==> config.mk <==
export PLATFORM = sky130hd
export DESIGN_NAME = spi_txn_arbiter_flat
export DESIGN_NICKNAME = d
export VERILOG_FILES = /design/src/rtl/spi_txn_arbiter_pkg.sv /design/src/rtl/spi_txn_arbiter_if.sv /design/src/rtl/spi_txn_arbiter_rr_arbiter.sv /design/src/rtl/spi_txn_arbiter.sv /design/src/flat_wrapper.sv
export SDC_FILE = /design/constraint.sdc
export NUM_CORES = 1
export LEC_CHECK = 0
export BUFFER_PORTS_ARGS = -buffer_cell sky130_fd_sc_hd__buf_2
export CAP_MARGIN = 40
export CORE_MARGIN = 2
export CORE_UTILIZATION = 25
export DETAILED_ROUTE_END_ITERATION = 6
export SETUP_SLACK_MARGIN = 0.1
export SYNTH_ARGS = -nofsm -noshare
export SYNTH_HDL_FRONTEND = slang
export SYNTH_HIERARCHICAL = 1
export SYNTH_SLANG_ARGS = --single-unit
==> constraint.sdc <==
create_clock -name clk -period 3.2 [get_ports clk]
set_input_delay 0.48 -clock clk [delete_from_list [all_inputs] [get_ports clk]]
set_output_delay 0.48 -clock clk [all_outputs]
set_load 0.01 [all_outputs]
==> src/rtl/spi_txn_arbiter_pkg.sv <==
// Shared state type, owner index type and defaults for spi_txn_arbiter.
package spi_txn_arb_pkg;

    typedef enum logic [1:0] {
        IDLE  = 2'd0,
        START = 2'd1,
        WAIT  = 2'd2,
        GAP   = 2'd3
    } arb_state_e;

    // Owner index sized for the largest supported requester count (8).
    localparam int MAX_REQ = 8;
    localparam int OWNER_W = $clog2(MAX_REQ);
    typedef logic [OWNER_W-1:0] owner_t;

    localparam int GAP_CYC_DEF = 2;

    function automatic owner_t next_owner(input owner_t cur, input int num_req);
        if (int'(cur) >= num_req - 1) begin
            return '0;
        end
        return cur + owner_t'(1);
    endfunction

endpackage

==> src/rtl/spi_txn_arbiter_if.sv <==
// Client-side and engine-side signals around spi_txn_arbiter.
// timeout_err exists only when SPI_TXN_ARB_TIMEOUT_EN is defined.
interface spi_txn_arbiter_if #(
    parameter int NUM_REQ = 4,
    parameter int DATA_W  = 8
);
    logic [NUM_REQ-1:0]        req;
    logic [NUM_REQ*DATA_W-1:0] req_data;
    logic [NUM_REQ-1:0]        gnt;
    logic [NUM_REQ-1:0]        rsp_valid;
    logic [DATA_W-1:0]         rsp_data;
    logic                      m_start;
    logic [DATA_W-1:0]         m_tx_data;
    logic                      m_busy;
    logic                      m_done;
    logic [DATA_W-1:0]         m_rx_data;
    logic [NUM_REQ-1:0]        cs_n;
    logic                      arb_busy;
`ifdef SPI_TXN_ARB_TIMEOUT_EN
    logic                      timeout_err;
`endif

    modport master (
        input  req, req_data, m_busy, m_done, m_rx_data,
        output gnt, rsp_valid, rsp_data, m_start, m_tx_data, cs_n, arb_busy
`ifdef SPI_TXN_ARB_TIMEOUT_EN
        , output timeout_err
`endif
    );

    modport slave (
        output req, req_data, m_busy, m_done, m_rx_data,
        input  gnt, rsp_valid, rsp_data, m_start, m_tx_data, cs_n, arb_busy
`ifdef SPI_TXN_ARB_TIMEOUT_EN
        , input timeout_err
`endif
    );

endinterface

==> src/rtl/spi_txn_arbiter_rr_arbiter.sv <==
// Combinational round-robin pick: first request at or above ptr, wrapping.
module rr_arbiter
    import spi_txn_arb_pkg::*;
#(
    parameter int NUM_REQ = 4
) (
    input  logic [NUM_REQ-1:0] req_i,
    input  owner_t             ptr_i,
    output logic [NUM_REQ-1:0] gnt_o,
    output owner_t             idx_o,
    output logic               any_o
);

    localparam logic [NUM_REQ-1:0] ONE_HOT0 = NUM_REQ'(1);

    logic [2*NUM_REQ-1:0] dbl;
    logic                 found;
    int                   sum;

    // Rotating a doubled copy puts the ptr requester at bit 0.
    always_comb begin
        dbl   = {req_i, req_i} >> ptr_i;
        found = 1'b0;
        sum   = 0;
        idx_o = '0;
        for (int k = 0; k < NUM_REQ; k++) begin
            if (!found && dbl[k]) begin
                found = 1'b1;
                sum   = int'(ptr_i) + k;
                if (sum >= NUM_REQ) begin
                    sum = sum - NUM_REQ;
                end
                idx_o = owner_t'(sum);
            end
        end
        any_o = found;
        gnt_o = found ? (ONE_HOT0 << idx_o) : '0;
    end

endmodule

==> src/rtl/spi_txn_arbiter.sv <==
// Round-robin arbiter sharing one SPI shift engine among NUM_REQ clients.
// Define SPI_TXN_ARB_TIMEOUT_EN to add the WAIT timeout and timeout_err pulse.
//
// state | meaning
// IDLE  | arbitrate when any req is high and the engine is not busy
// START | pulse m_start to the engine
// WAIT  | hold owner's chip select until m_done (or timeout)
// GAP   | all chip selects high for GAP_CYC cycles
module spi_txn_arbiter
    import spi_txn_arb_pkg::*;
#(
    parameter int NUM_REQ = 4,
    parameter int DATA_W  = 8,
    parameter int GAP_CYC = GAP_CYC_DEF
`ifdef SPI_TXN_ARB_TIMEOUT_EN
    , parameter int TIMEOUT_CYC = 255
`endif
) (
    input logic               clk,
    input logic               rst,
    spi_txn_arbiter_if.master bus
);

    localparam logic [NUM_REQ-1:0] ONE_HOT0 = NUM_REQ'(1);
    localparam logic [NUM_REQ-1:0] CS_IDLE  = '1;
    localparam logic [3:0]         GAP_LOAD = (GAP_CYC > 0) ? 4'(GAP_CYC - 1) : 4'd0;

    arb_state_e         state_q;
    owner_t             ptr_q;
    owner_t             owner_q;
    logic [NUM_REQ-1:0] gnt_q;
    logic [NUM_REQ-1:0] rsp_valid_q;
    logic [NUM_REQ-1:0] cs_n_q;
    logic [DATA_W-1:0]  rsp_data_q;
    logic [DATA_W-1:0]  m_tx_data_q;
    logic               m_start_q;
    logic [3:0]         gap_q;

    logic [NUM_REQ-1:0] arb_gnt;
    owner_t             arb_idx;
    logic               arb_any;
    logic [DATA_W-1:0]  sel_data;
    logic               wait_end;
    logic [DATA_W-1:0]  wait_rx;

`ifdef SPI_TXN_ARB_TIMEOUT_EN
    localparam int              TO_W    = $clog2(TIMEOUT_CYC + 1);
    localparam logic [TO_W-1:0] TO_LOAD = TO_W'(TIMEOUT_CYC - 1);

    logic [TO_W-1:0] to_q;
    logic            timeout_err_q;
    logic            timeout_hit;
`endif

    rr_arbiter #(
        .NUM_REQ (NUM_REQ)
    ) u_rr (
        .req_i (bus.req),
        .ptr_i (ptr_q),
        .gnt_o (arb_gnt),
        .idx_o (arb_idx),
        .any_o (arb_any)
    );

    always_comb begin
        sel_data = '0;
        for (int i = 0; i < NUM_REQ; i++) begin
            if (arb_gnt[i]) begin
                sel_data = bus.req_data[i*DATA_W +: DATA_W];
            end
        end
    end

    // A timeout ends WAIT like a completion, but with a zero response byte.
    always_comb begin
        wait_end = bus.m_done;
        wait_rx  = bus.m_rx_data;
`ifdef SPI_TXN_ARB_TIMEOUT_EN
        timeout_hit = 1'b0;
        if (!bus.m_done && (to_q == '0)) begin
            wait_end    = 1'b1;
            wait_rx     = '0;
            timeout_hit = 1'b1;
        end
`endif
    end

    always_ff @(posedge clk) begin
        if (rst) begin
            state_q     <= IDLE;
            ptr_q       <= '0;
            owner_q     <= '0;
            gnt_q       <= '0;
            rsp_valid_q <= '0;
            rsp_data_q  <= '0;
            m_start_q   <= 1'b0;
            m_tx_data_q <= '0;
            cs_n_q      <= CS_IDLE;
            gap_q       <= '0;
`ifdef SPI_TXN_ARB_TIMEOUT_EN
            to_q          <= '0;
            timeout_err_q <= 1'b0;
`endif
        end else begin
            gnt_q       <= '0;
            rsp_valid_q <= '0;
            m_start_q   <= 1'b0;
`ifdef SPI_TXN_ARB_TIMEOUT_EN
            timeout_err_q <= 1'b0;
`endif
            case (state_q)
                IDLE: begin
                    if (arb_any && !bus.m_busy) begin
                        gnt_q       <= arb_gnt;
                        owner_q     <= arb_idx;
                        m_tx_data_q <= sel_data;
                        cs_n_q      <= ~arb_gnt;
                        state_q     <= START;
                    end
                end
                START: begin
                    m_start_q <= 1'b1;
                    state_q   <= WAIT;
`ifdef SPI_TXN_ARB_TIMEOUT_EN
                    to_q      <= TO_LOAD;
`endif
                end
                WAIT: begin
                    if (wait_end) begin
                        rsp_data_q  <= wait_rx;
                        rsp_valid_q <= ONE_HOT0 << owner_q;
                        cs_n_q      <= CS_IDLE;
                        ptr_q       <= next_owner(owner_q, NUM_REQ);
                        gap_q       <= GAP_LOAD;
                        state_q     <= (GAP_CYC > 0) ? GAP : IDLE;
`ifdef SPI_TXN_ARB_TIMEOUT_EN
                        timeout_err_q <= timeout_hit;
                    end else begin
                        to_q <= to_q - 1'b1;
`endif
                    end
                end
                GAP: begin
                    if (gap_q == '0) begin
                        state_q <= IDLE;
                    end else begin
                        gap_q <= gap_q - 1'b1;
                    end
                end
                default: state_q <= IDLE;
            endcase
        end
    end

    assign bus.gnt       = gnt_q;
    assign bus.rsp_valid = rsp_valid_q;
    assign bus.rsp_data  = rsp_data_q;
    assign bus.m_start   = m_start_q;
    assign bus.m_tx_data = m_tx_data_q;
    assign bus.cs_n      = cs_n_q;
    assign bus.arb_busy  = (state_q != IDLE);
`ifdef SPI_TXN_ARB_TIMEOUT_EN
    assign bus.timeout_err = timeout_err_q;
`endif

endmodule

==> src/flat_wrapper.sv <==
// flat-port wrapper written by rule: the top's interface ports become plain ports
module spi_txn_arbiter_flat import spi_txn_arb_pkg::*;
#(
    parameter int NUM_REQ = 4,
    parameter int DATA_W  = 8,
    parameter int GAP_CYC = GAP_CYC_DEF

)
  (clk, rst, bus_req, bus_req_data, bus_m_busy, bus_m_done, bus_m_rx_data, bus_gnt, bus_rsp_valid, bus_rsp_data, bus_m_start, bus_m_tx_data, bus_cs_n, bus_arb_busy);
  spi_txn_arbiter_if #(.NUM_REQ(NUM_REQ), .DATA_W(DATA_W)) bus_i ();
  input logic clk;
  input logic rst;
  input wire logic [$bits(bus_i.req)-1:0] bus_req;
  input wire logic [$bits(bus_i.req_data)-1:0] bus_req_data;
  input wire logic [$bits(bus_i.m_busy)-1:0] bus_m_busy;
  input wire logic [$bits(bus_i.m_done)-1:0] bus_m_done;
  input wire logic [$bits(bus_i.m_rx_data)-1:0] bus_m_rx_data;
  output wire logic [$bits(bus_i.gnt)-1:0] bus_gnt;
  output wire logic [$bits(bus_i.rsp_valid)-1:0] bus_rsp_valid;
  output wire logic [$bits(bus_i.rsp_data)-1:0] bus_rsp_data;
  output wire logic [$bits(bus_i.m_start)-1:0] bus_m_start;
  output wire logic [$bits(bus_i.m_tx_data)-1:0] bus_m_tx_data;
  output wire logic [$bits(bus_i.cs_n)-1:0] bus_cs_n;
  output wire logic [$bits(bus_i.arb_busy)-1:0] bus_arb_busy;
  assign bus_i.req = bus_req;
  assign bus_i.req_data = bus_req_data;
  assign bus_i.m_busy = bus_m_busy;
  assign bus_i.m_done = bus_m_done;
  assign bus_i.m_rx_data = bus_m_rx_data;
  assign bus_gnt = bus_i.gnt;
  assign bus_rsp_valid = bus_i.rsp_valid;
  assign bus_rsp_data = bus_i.rsp_data;
  assign bus_m_start = bus_i.m_start;
  assign bus_m_tx_data = bus_i.m_tx_data;
  assign bus_cs_n = bus_i.cs_n;
  assign bus_arb_busy = bus_i.arb_busy;
  spi_txn_arbiter #(.NUM_REQ(NUM_REQ), .DATA_W(DATA_W), .GAP_CYC(GAP_CYC)) u_core (.clk(clk), .rst(rst), .bus(bus_i));
endmodule
== Word level (Yosys, flattened, before mapping) ==
Index checks and enable logic that the tools add are counted.

* Register bits: 41
* Bits of input ports: 48
* Logic and storage cells: 93

* Reductions and logical operators: 20
* Bitwise operators: 5
* Multiplexer cells: 34
* Add/subtract/negate cells: 9
* Equality and inequality tests: 7
* Shifts and indexed selects: 3
* $lt $le $gt $ge: 5

{| class="wikitable"
|+ Operators with widths
! cell !! number
|-
| two-way mux 8 bit || 4
|-
| two-way mux 3 bit || 10
|-
| two-way mux 4 bit || 5
|-
| case mux 4 bit (2 select lines) || 2
|-
| >= comparator 4 x 3 -> 1 bit (second input constant) || 3
|-
| subtractor 3 bit (second input constant) || 4
|-
| two-way mux 1 bit || 9
|-
| AND reduction 3 bit || 3
|-
| adder 3 x 2 -> 4 bit (second input constant) || 2
|-
| case mux 2 bit (4 select lines) || 1
|-
| left shift 1 x 3 -> 4 bit (first input constant) || 2
|-
| >> shifter 8 x 3 -> 4 bit || 1
|-
| two-way mux 2 bit || 3
|-
| nonzero test 2 bit || 3
|-
| OR reduction 3 bit || 2
|-
| adder 3 x 1 -> 4 bit (second input constant) || 1
|-
| == test 2 bit (second input constant) || 2
|-
| logical AND 1 bit || 4
|-
| zero test 1 bit || 4
|-
| zero test 4 bit || 1
|-
| != test 2 x 1 -> 1 bit (second input constant) || 2
|-
| != test 2 bit (second input constant) || 2
|-
| NOT 1 bit || 4
|-
| NOT 4 bit || 1
|-
| other kinds (7) || 8
|}

== Depth between registers and ports, before layout ==
Gate-level depths: netlist of the first run.

* Depth in word-level cells: 17
* Gate-level depth with buffers: 12
* Depth with buffers taken out: 9

== Hierarchy ==
The synthesis of the first run kept the hierarchy.

{| class="wikitable"
|+ By module, submodules not included
! module !! cells an instance !! area an instance (um2) !! times used
|-
| spi_txn_arbiter || 236 || 1956.9 || 1
|-
| rr_arbiter || 55 || 430.4 || 1
|}

== Least setup slack after synthesis of the first run ==
OpenSTA, ideal clock, no wires.

* Path type: in2reg
* Start point: input bus_req[1]
* End point: register u_core.m_tx_data_q[6] (netlist: u_core/bus.m_tx_data[6])
* Slack: 0.377 ns
* Stages: 10
* Path buffers: 2
* Arrival time: 2.692 ns
* Required time: 3.069 ns
* Path through: nor2b_2 > a2111o_1 > a211oi_4 > a211oi_2 > a2111oi_2 > buf_2 > clkbuf_1 > a21oi_1 > a221oi_1 > nor3_1

* Elaborated cells between the ends (all ways): 23

{| class="wikitable"
|+ RTL lines
! element !! RTL line !! text
|-
| start, declared || flat_wrapper.sv:13 || <nowiki>input wire logic [$bits(bus_i.req)-1:0] bus_req;</nowiki>
|-
| >> shifter 8 x 3 -> 4 bit (*) || spi_txn_arbiter_rr_arbiter.sv:22 || <nowiki>dbl = {req_i, req_i} >> ptr_i;</nowiki>
|-
| two-way mux 1 bit || spi_txn_arbiter_rr_arbiter.sv:27 || <nowiki>if (!found && dbl[k]) begin</nowiki>
|-
| zero test 1 bit || spi_txn_arbiter_rr_arbiter.sv:27 ||
|-
| logical AND 1 bit || spi_txn_arbiter_rr_arbiter.sv:27 ||
|-
| two-way mux 1 bit || spi_txn_arbiter_rr_arbiter.sv:27 ||
|-
| zero test 1 bit || spi_txn_arbiter_rr_arbiter.sv:27 ||
|-
| logical AND 1 bit || spi_txn_arbiter_rr_arbiter.sv:27 ||
|-
| two-way mux 1 bit || spi_txn_arbiter_rr_arbiter.sv:27 ||
|-
| zero test 1 bit || spi_txn_arbiter_rr_arbiter.sv:27 ||
|-
| logical AND 1 bit || spi_txn_arbiter_rr_arbiter.sv:27 ||
|-
| two-way mux 3 bit || spi_txn_arbiter_rr_arbiter.sv:27 ||
|-
| left shift 1 x 3 -> 4 bit || spi_txn_arbiter_rr_arbiter.sv:37 || <nowiki>gnt_o = found ? (ONE_HOT0 << idx_o) : '0;</nowiki>
|-
| two-way mux 4 bit (*) || spi_txn_arbiter_rr_arbiter.sv:37 ||
|-
| net u_core.arb_gnt[2] || spi_txn_arbiter.sv:39 || <nowiki>logic [NUM_REQ-1:0] arb_gnt;</nowiki>
|-
| two-way mux 8 bit (*) (2 in a row) || spi_txn_arbiter.sv:68 || <nowiki>if (arb_gnt[i]) begin</nowiki>
|-
| end signal, assigned || spi_txn_arbiter.sv:116 || <nowiki>m_tx_data_q <= sel_data;</nowiki>
|-
| end, declared || spi_txn_arbiter.sv:35 || <nowiki>logic [DATA_W-1:0] m_tx_data_q;</nowiki>
|}

The timed path passes the listed nets; every way through them passes the cells marked *.
A chain may end at the register's enable or synchronous reset.

== Worst setup path after layout of the first run ==
* Start point: register u_core.ptr_q[1]
* End point: register u_core.m_tx_data_q[4] (netlist: u_core/bus.m_tx_data[4])

* Elaborated cells between the ends (all ways): 38

{| class="wikitable"
|+ RTL lines
! element !! RTL line !! text
|-
| start, declared || spi_txn_arbiter.sv:29 || <nowiki>owner_t ptr_q;</nowiki>
|-
| start signal, assigned || spi_txn_arbiter.sv:133 || <nowiki>ptr_q <= next_owner(owner_q, NUM_REQ);</nowiki>
|-
| parallel branches: the longest is 12 deep, another holds adder 3 x 1 -> 4 bit || - ||
|-
| two-way mux 4 bit (*) || spi_txn_arbiter_rr_arbiter.sv:37 ||
|-
| net u_core.arb_gnt[2] || spi_txn_arbiter.sv:39 ||
|-
| two-way mux 8 bit (*) (2 in a row) || spi_txn_arbiter.sv:68 ||
|}

Mark *: on every way through the listed nets, which the timed path passes.

==> results of run 1 <==
logic make-up (layout without fill, tap and decap cells):
group           Yosys count  count (layout)
simple gates            115             115
mux                       9               9
fa+ha+maj                 9               9
flops                    41              41
other cells               1               1
buf+inv                  38             108
compound gates           78              78
placed cells by master, fill, tap and decap left out, types with 2 or more instances in the layout:
cell       synthesis  routed
buf_2              4      77
nand2_1           44      44
dfxtp_1           41      40
a21oi_1           34      34
nor2_1            26      26
inv_1             17      17
nor3_1            11      11
ha_1               9       9
o21ai_0            8       8
nand2b_1           7       7
mux2i_1            7       7
clkbuf_8           0       6
buf_4              1       6
a221oi_1           5       5
nor2b_1            5       5
a221oi_2           4       4
nor3b_2            4       4
and3b_1            4       4
o21bai_1           4       4
a211oi_1           3       3
a22oi_1            3       3
a311oi_2           1       2
or3b_1             2       2
a211oi_4           2       2
nor4_1             2       2
nand3_1            2       2
a211o_1            2       2
a21o_1             2       2
a2111oi_4          0       2
state kept, by name, indices dropped and copies added, names as in the netlist:
register	flops
u_core/bus.rsp_valid	4
u_core/ptr_q	3
u_core/bus.rsp_data	8
u_core/owner_q	3
u_core/bus.gnt	4
u_core/bus.m_start	1
u_core/gap_q	4
u_core/bus.m_tx_data	8
u_core/state_q	2
u_core/bus.cs_n	4
power groups by stage:
stage | combinational [mW] | sequential, mW | clock (mW)
global placement | 0.881 | 0.709 | 0
global route | 1.03 | 0.718 | 0.394
floorplan | 0.643 | 0.720 | 0
finish | 0.905 | 0.703 | 0.351
detailed placement | 0.905 | 0.712 | 0
CTS | 0.912 | 0.701 | 0.369
worst min-delay path, delay by kind of cell:
kind / cells / cell delay [ns]
buffers and inverters: 1 / 0.10
AND/OR/NAND/NOR: 1 / 0.05
AO/OA/AOI/OAI: 1 / 0.05
layout make-up:
class | instances | area [um^2] | share of cell area
well taps | 129 | 161.4 | 0.05391
flip-flops and latches | 41 | 822.0 | 0.2746
repair buffers | 83 | 430.4 | 0.1438
clock inverters | 1 | 7.507 | 0.002507
multi-input cells | 212 | 1423 | 0.4751
clock buffers | 6 | 82.58 | 0.02758
inverters | 18 | 67.56 | 0.02257
metal layers:
| metal | GRT usage | part of all wire | wire length, um | vias to the layer above |
|---|---|---|---|---|
| met3 | 0.04210 | 0.071 | 442 | 2 |
| met5 | 0 | 0 | 0 | - |
| met2 | 0.1913 | 0.44 | 2780 | 79 |
| met1 | 0.1670 | 0.48 | 3019 | 1042 |
| met4 | 0.01767 | 0.0019 | 12 | 0 |
| li1 | - | - | - | 1159 |
through the flow:
stage	utilization	hold slack, ns	worst slack [ns]	total power [mW]	instance area, um^2
after global placement	0.3142	0.4397	0.2891	1.590	2903
after detailed placement	0.3142	0.4499	0.2261	1.617	2903
final	0.3240	0.4219	0.4204	1.959	2994
after CTS	0.3239	0.4063	0.2084	1.981	2993
after floorplan	-	0.4550	0.3774	1.363	2387
after global routing	0.3240	0.4097	0.1157	2.141	2994
what timing repair did:
action | in CTS | in global routing
resized for setup | 0 | 1
hold buffers | 0 | 0
setup endpoints to repair | 0 | 8
path summary, 6_finish.rpt:
kind,startpoint,endpoint,slack [ns],cells past startpoint
setup / recovery,u_core/ptr_q[1],u_core/bus.m_tx_data[4],0.42,9
hold / removal,bus_m_rx_data[3],u_core/bus.rsp_data[3],0.42,3
setup reg to reg,u_core/ptr_q[1],u_core/bus.m_tx_data[4],0.42,9
hold reg to reg,u_core/bus.rsp_data[6],u_core/bus.rsp_data[6],0.46,2
==> impl_metrics.csv, run 1 <==
group,metric,value,unit
run_status,status,"completed",
cells_and_area,num_antenna_cells,0,
critical_path,path_max_fanout,18,
critical_path,path_class,"register to register",
global_route,grt.total_usage,0.1224,
critical_path,critPathCaptureType,"register",
cells_and_area,fillers,960,
logic_synthesis,yosys.area.top_type_share,0.3438,
logic_synthesis,synth-compound-area-share,0.2484,
logic_synthesis,yosys_warnings,6,
logic_synthesis,synth_top_cell_by_area,"dfxtp_1",
sta,slew_headroom,0.4768,
cts,post-cts-setup-buffer-count,0,
logic_synthesis,yosys-top-cells-count,"nand2_1, dfxtp_1, a21oi_1",
critical_path,crit_family,"compound AO/OA/AOI/OAI gates",
routing,drt_pass1_iterations,4,
power_and_ir_drop,ir_worst_vdd,261.8,uV
critical_path,crit_arrival,2.93,ns
routing,vias,2282,
cts,cts-buffers-inserted,5,
logic_synthesis,ys_seq_area_frac,0.3438,
placed_design,portBuffers,77,
logic_synthesis,netlist_instances,291,
floorplanning,std_cell_rows,35,
logic_synthesis,ys_types,50,
logic_synthesis,async_flop_share,0,
cells_and_area,drive_gt1_frac,0.3102,
sta,finalHoldViolCount,0,
logic_synthesis,synth-simple-area-share,0.2421,
logic_synthesis,muxShareOfSynthArea,0.04350,
cts,clk_pin_slew,0.08,ns
critical_path,slowest_stage,"dfxtp_1",
global_route,antenna_found_initial,0,
routing,antenna_left,0,
power_and_ir_drop,power_switching_share,0.4045,
critical_path,worstPathCellList,"inv_1, a211o_1, a211oi_4, a211oi_2, a2111oi_4, buf_4, a21oi_1, a221oi_1, nor3_1",
logic_synthesis,synth_area,2387,um^2
sta,drv_slew,0,
critical_path,crit_path_start_kind,"register",
logic_synthesis,synth_fa_ha_area_frac,0.04717,
power_and_ir_drop,power_density,654.3,nW/um^2
cts,htreeDepth,2,
placed_design,place_congestion,0.8629,
floorplanning,ios,78,
sta,rsz0062_at_grt,"no",
floorplanning,start_util,0.2584,
critical_path,required,3.35,ns
sta,fin_skew,0.009226,ns
sta,max_freq,359.8,MHz
global_route,overflow,0,
logic_synthesis,ys_ff_latch,41,
global_route,grt_pass1_wl,10.22,mm
sta,fin_crit,2.780,ns
routing,viasPerCell,4.657,
routing,drcViolationCount,0,
power_and_ir_drop,p_leak,1.294,nW
sta,post-route-period-util,0.8686,
global_route,grt_pass1_vias,2117,
logic_synthesis,synth_top_family_by_area,"compound AO/OA/AOI/OAI gates",
placed_design,dp_cells,483,
power_and_ir_drop,combPwrFrac,0.462,
cells_and_area,fin_nets,418,
logic_synthesis,synth_ff_type,"dfxtp_1",
logic_synthesis,syn_area_per_cell,8.204,um^2
power_and_ir_drop,p_int,1.167,mW
routing,wl,6.254,mm
floorplanning,die-height,101.7,um
hold_path,hp-class,"input port to register",
power_and_ir_drop,power_switching,0.7924,mW
logic_synthesis,synth_edf_count,0,
cells_and_area,synthToLayoutAreaGrowth,25.42,%
cts,cts_tree,"done",
cts,clk_latency,0.29,ns
power_and_ir_drop,pwr-share-seq,0.359,
logic_synthesis,synth-xor-area-share,0,
placed_design,post-dp-hpwl,4.648,mm
logic_synthesis,synth_most_common_cell,"nand2_1",
routing,wl_per_cell,12.76,um
cts,cts.sinks,41,
floorplanning,dieArea,10350,um^2
floorplanning,core_region_area,9240,um^2
logic_synthesis,synthesis.nets,348,
sta,worstMarginPinSlew,0.7819,ns
critical_path,cpPeakStageDelay,0.55,ns
sta,setup_viol,0,
power_and_ir_drop,pwr-share-clk,0.179,
cts,cts_buffer_depth,2,
global_route,grt_start_max_net_pins,39,
logic_synthesis,ys_top_cells_by_area,"dfxtp_1, a21oi_1, nand2_1",
job,drv_cap,0,
cells_and_area,stdcell_count,490,
sta,tns,0,ns
floorplanning,die_width,101.7,um
cts,cts_root_buf,"clkbuf_8",
critical_path,worst-path-buf-inv,2,
routing,dr.first_iter.drc_count,142,
(Power assumes the default switching activity.)
==> run 2: changes to the inputs <==
--- a/config.mk
+++ b/config.mk
@@ -8,8 +8,9 @@
 export BUFFER_PORTS_ARGS = -buffer_cell sky130_fd_sc_hd__buf_2
 export CAP_MARGIN = 40
 export CORE_MARGIN = 2
-export CORE_UTILIZATION = 25
+export CORE_UTILIZATION = 46
 export DETAILED_ROUTE_END_ITERATION = 6
+export PLACE_DENSITY = 0.76
 export SETUP_SLACK_MARGIN = 0.1
 export SYNTH_ARGS = -nofsm -noshare
 export SYNTH_HDL_FRONTEND = slang
==> constraint.sdc (replaced) <==
create_clock -name clk -period 2.5 [get_ports clk]
set_input_delay 0.375 -clock clk [delete_from_list [all_inputs] [get_ports clk]]
set_output_delay 0.375 -clock clk [all_outputs]
set_load 0.01 [all_outputs]
==> run 2 against run 1 <==
The run now ends with setup timing left. Sequential share of layout area down 3.7 points. Routed wire length up 13%. Register-to-register slack worse by 0.55 ns. Cell area up 16%. Power up 45%. Critical path depth up 2. Count of clock-buffer cells in the layout unchanged. Non-clock buffer count up 42. Combinational power up 71%. Critical path type unchanged. Largest cell class unchanged. Largest power group unchanged. Highest routed layer unchanged.
==> impl_metrics.csv, run 2 (synthesis gave the netlist of run 1 again) <==
group,metric,value,unit
placed_design,place_congestion,0.8313,
sta,fin_skew,0.009761,ns
job,drv_cap,0,
routing,antenna_left,0,
placed_design,dp_cells,447,
hold_path,hp-class,"input port to register",
sta,slew_headroom,0.6379,
power_and_ir_drop,power_density,817.8,nW/um^2
cells_and_area,multi_input_area,1568,um^2
floorplanning,std_cell_rows,26,
hold_path,hold-path-cell-count,3,
routing,wl,7.043,mm
routing,viasPerCell,5.312,
cells_and_area,final_common_cell,"buf_2",
cells_and_area,fin_nets,460,
cts,cts-buffers-inserted,5,
power_and_ir_drop,fin_total_pwr,2.846,mW
cts,htreeDepth,2,
sta,drv_slew,0,
global_route,antenna_found_initial,0,
cells_and_area,stdcell_count,474,
cts,cts_root_buf,"clkbuf_8",
power_and_ir_drop,p_leak,1.577,nW
critical_path,required,2.68,ns
cells_and_area,ff_latch_area,828.3,um^2
placed_design,placed_area,3044,um^2
cells_and_area,drive_gt1_frac,0.4455,
routing,dr.first_iter.drc_count,94,
cts,cts.sinks,41,
sta,rsz0062_at_grt,"yes",
floorplanning,die-height,76.04,um
routing,drcViolationCount,0,
sta,worstMarginPinSlew,0.5418,ns
sta,post-route-period-util,1.051,
critical_path,crit_arrival,2.81,ns
cells_and_area,mostFrequentLayoutCells,"buf_2, nand2_1, dfxtp_1",
cts,cts_tree,"done",
floorplanning,start_util,0.4734,
global_route,grt_start_max_net_pins,24,
global_route,grt_pass1_vias,2271,
cells_and_area,synthToLayoutAreaGrowth,45.81,%
critical_path,path_max_fanout,9,
cells_and_area,fin_area,3481,um^2
routing,vias,2518,
placed_design,portBuffers,77,
critical_path,crit_path_start_kind,"register",
routing,wl_per_cell,14.86,um
floorplanning,dieArea,5782,um^2
routing,drt_pass1_iterations,4,
cells_and_area,final_util,0.6903,
global_route,grt_pass1_wl,10.30,mm
critical_path,critPathCaptureType,"register",
cells_and_area,fillers,385,
power_and_ir_drop,ir_worst_vdd,591.9,uV
sta,tns,-0.5883,ns
floorplanning,ios,78,
sta,finalHoldViolCount,0,
cts,clk_pin_slew,0.08,ns
run_status,violations,"setup timing",
floorplanning,die_width,76.04,um
run_status,status,"complete, but fails checks",
global_route,overflow,0,
sta,max_freq,380.5,MHz
critical_path,path_class,"register to register",
sta,fin_ws,-0.1280,ns
cells_and_area,num_antenna_cells,0,
floorplanning,core_region_area,5042,um^2
sta,setup_viol,9,
cts,cts_buffer_depth,2,
critical_path,reg2reg_depth,11,
cts,clk_latency,0.29,ns
cts,hold_buffers,0,
sta,fin_crit,2.628,ns
placed_design,post-dp-hpwl,4.449,mm
global_route,grt.total_usage,0.2149,
==> run 2: changes by cell type in the layout (fill, tap and decap cells not counted), moves of 4 or more <==
cell,before,now
buf_4,6,33
o21ai_0,8,0
buf_6,0,11
a21oi_2,0,4
a221oi_1,5,1
a21oi_1,34,30
o21ai_1,0,7
==> run 2: path summary, 6_finish.rpt <==
path                               start                 endpoint  slack, ns
hold reg to reg   u_core/bus.rsp_data[3]   u_core/bus.rsp_data[3]       0.45
setup reg to reg         u_core/ptr_q[0]  u_core/bus.m_tx_data[0]      -0.13
setup / recovery         u_core/ptr_q[0]  u_core/bus.m_tx_data[0]      -0.13
hold / removal          bus_m_rx_data[7]   u_core/bus.rsp_data[7]       0.31
==> run 2: final cells by class <==
cell class | count | area share
clock inverter | 2 | 0.002876
multi-input combinational | 212 | 0.4504
inverter | 18 | 0.01941
tap | 70 | 0.02516
clock buffer | 6 | 0.02085
timing repair buffer | 125 | 0.2433
sequential | 41 | 0.2380
==> run 2: what timing repair did <==
action                                  CTS  global route
pin swaps                                 4            26
buffers inserted                          6            11
gates resized for setup                  18            37
endpoints found under the setup margin   18            21
cloned                                    2             3
==> run 2: per-layer routing <==
| layer | share of wire | GRT usage | vias to the layer above |
|---|---|---|---|
| li1 | - | - | 1240 |
| met5 | 0 | 0 | - |
| met2 | 0.51 | 0.3732 | 97 |
| met1 | 0.42 | 0.2705 | 1172 |
| met3 | 0.053 | 0.05095 | 9 |
| met4 | 0.012 | 0.05273 | 0 |
==> run 2: stage by stage <==
step	setup WS, ns	hold WS, ns
2_1_floorplan	0.06899	0.4550
3_3_place_gp	-0.09711	0.4393
3_5_place_dp	-0.2259	0.4448
4_1_cts	-0.07207	0.3095
5_1_grt	-0.1976	0.3169
6_report	-0.1280	0.3138
==> run 2: where the power goes <==
| group | leakage [nW] | internal (mW) | switching [mW] |
|---|---|---|---|
| clock | 0.0450 | 0.193 | 0.220 |
| sequential | 0.336 | 0.788 | 0.0997 |
| combinational | 1.20 | 0.721 | 0.825 |
==> run 2: worst max-delay path: stages (launching register included) <==
cell       delay (ns)
dfxtp_4          0.37
buf_6            0.12
a2111o_1         0.42
a211oi_4         0.32
buf_6            0.17
a211oi_4         0.07
a2111oi_4        0.31
buf_4            0.18
buf_12           0.12
a21oi_1          0.07
a221oi_2         0.28
nor3_1           0.08
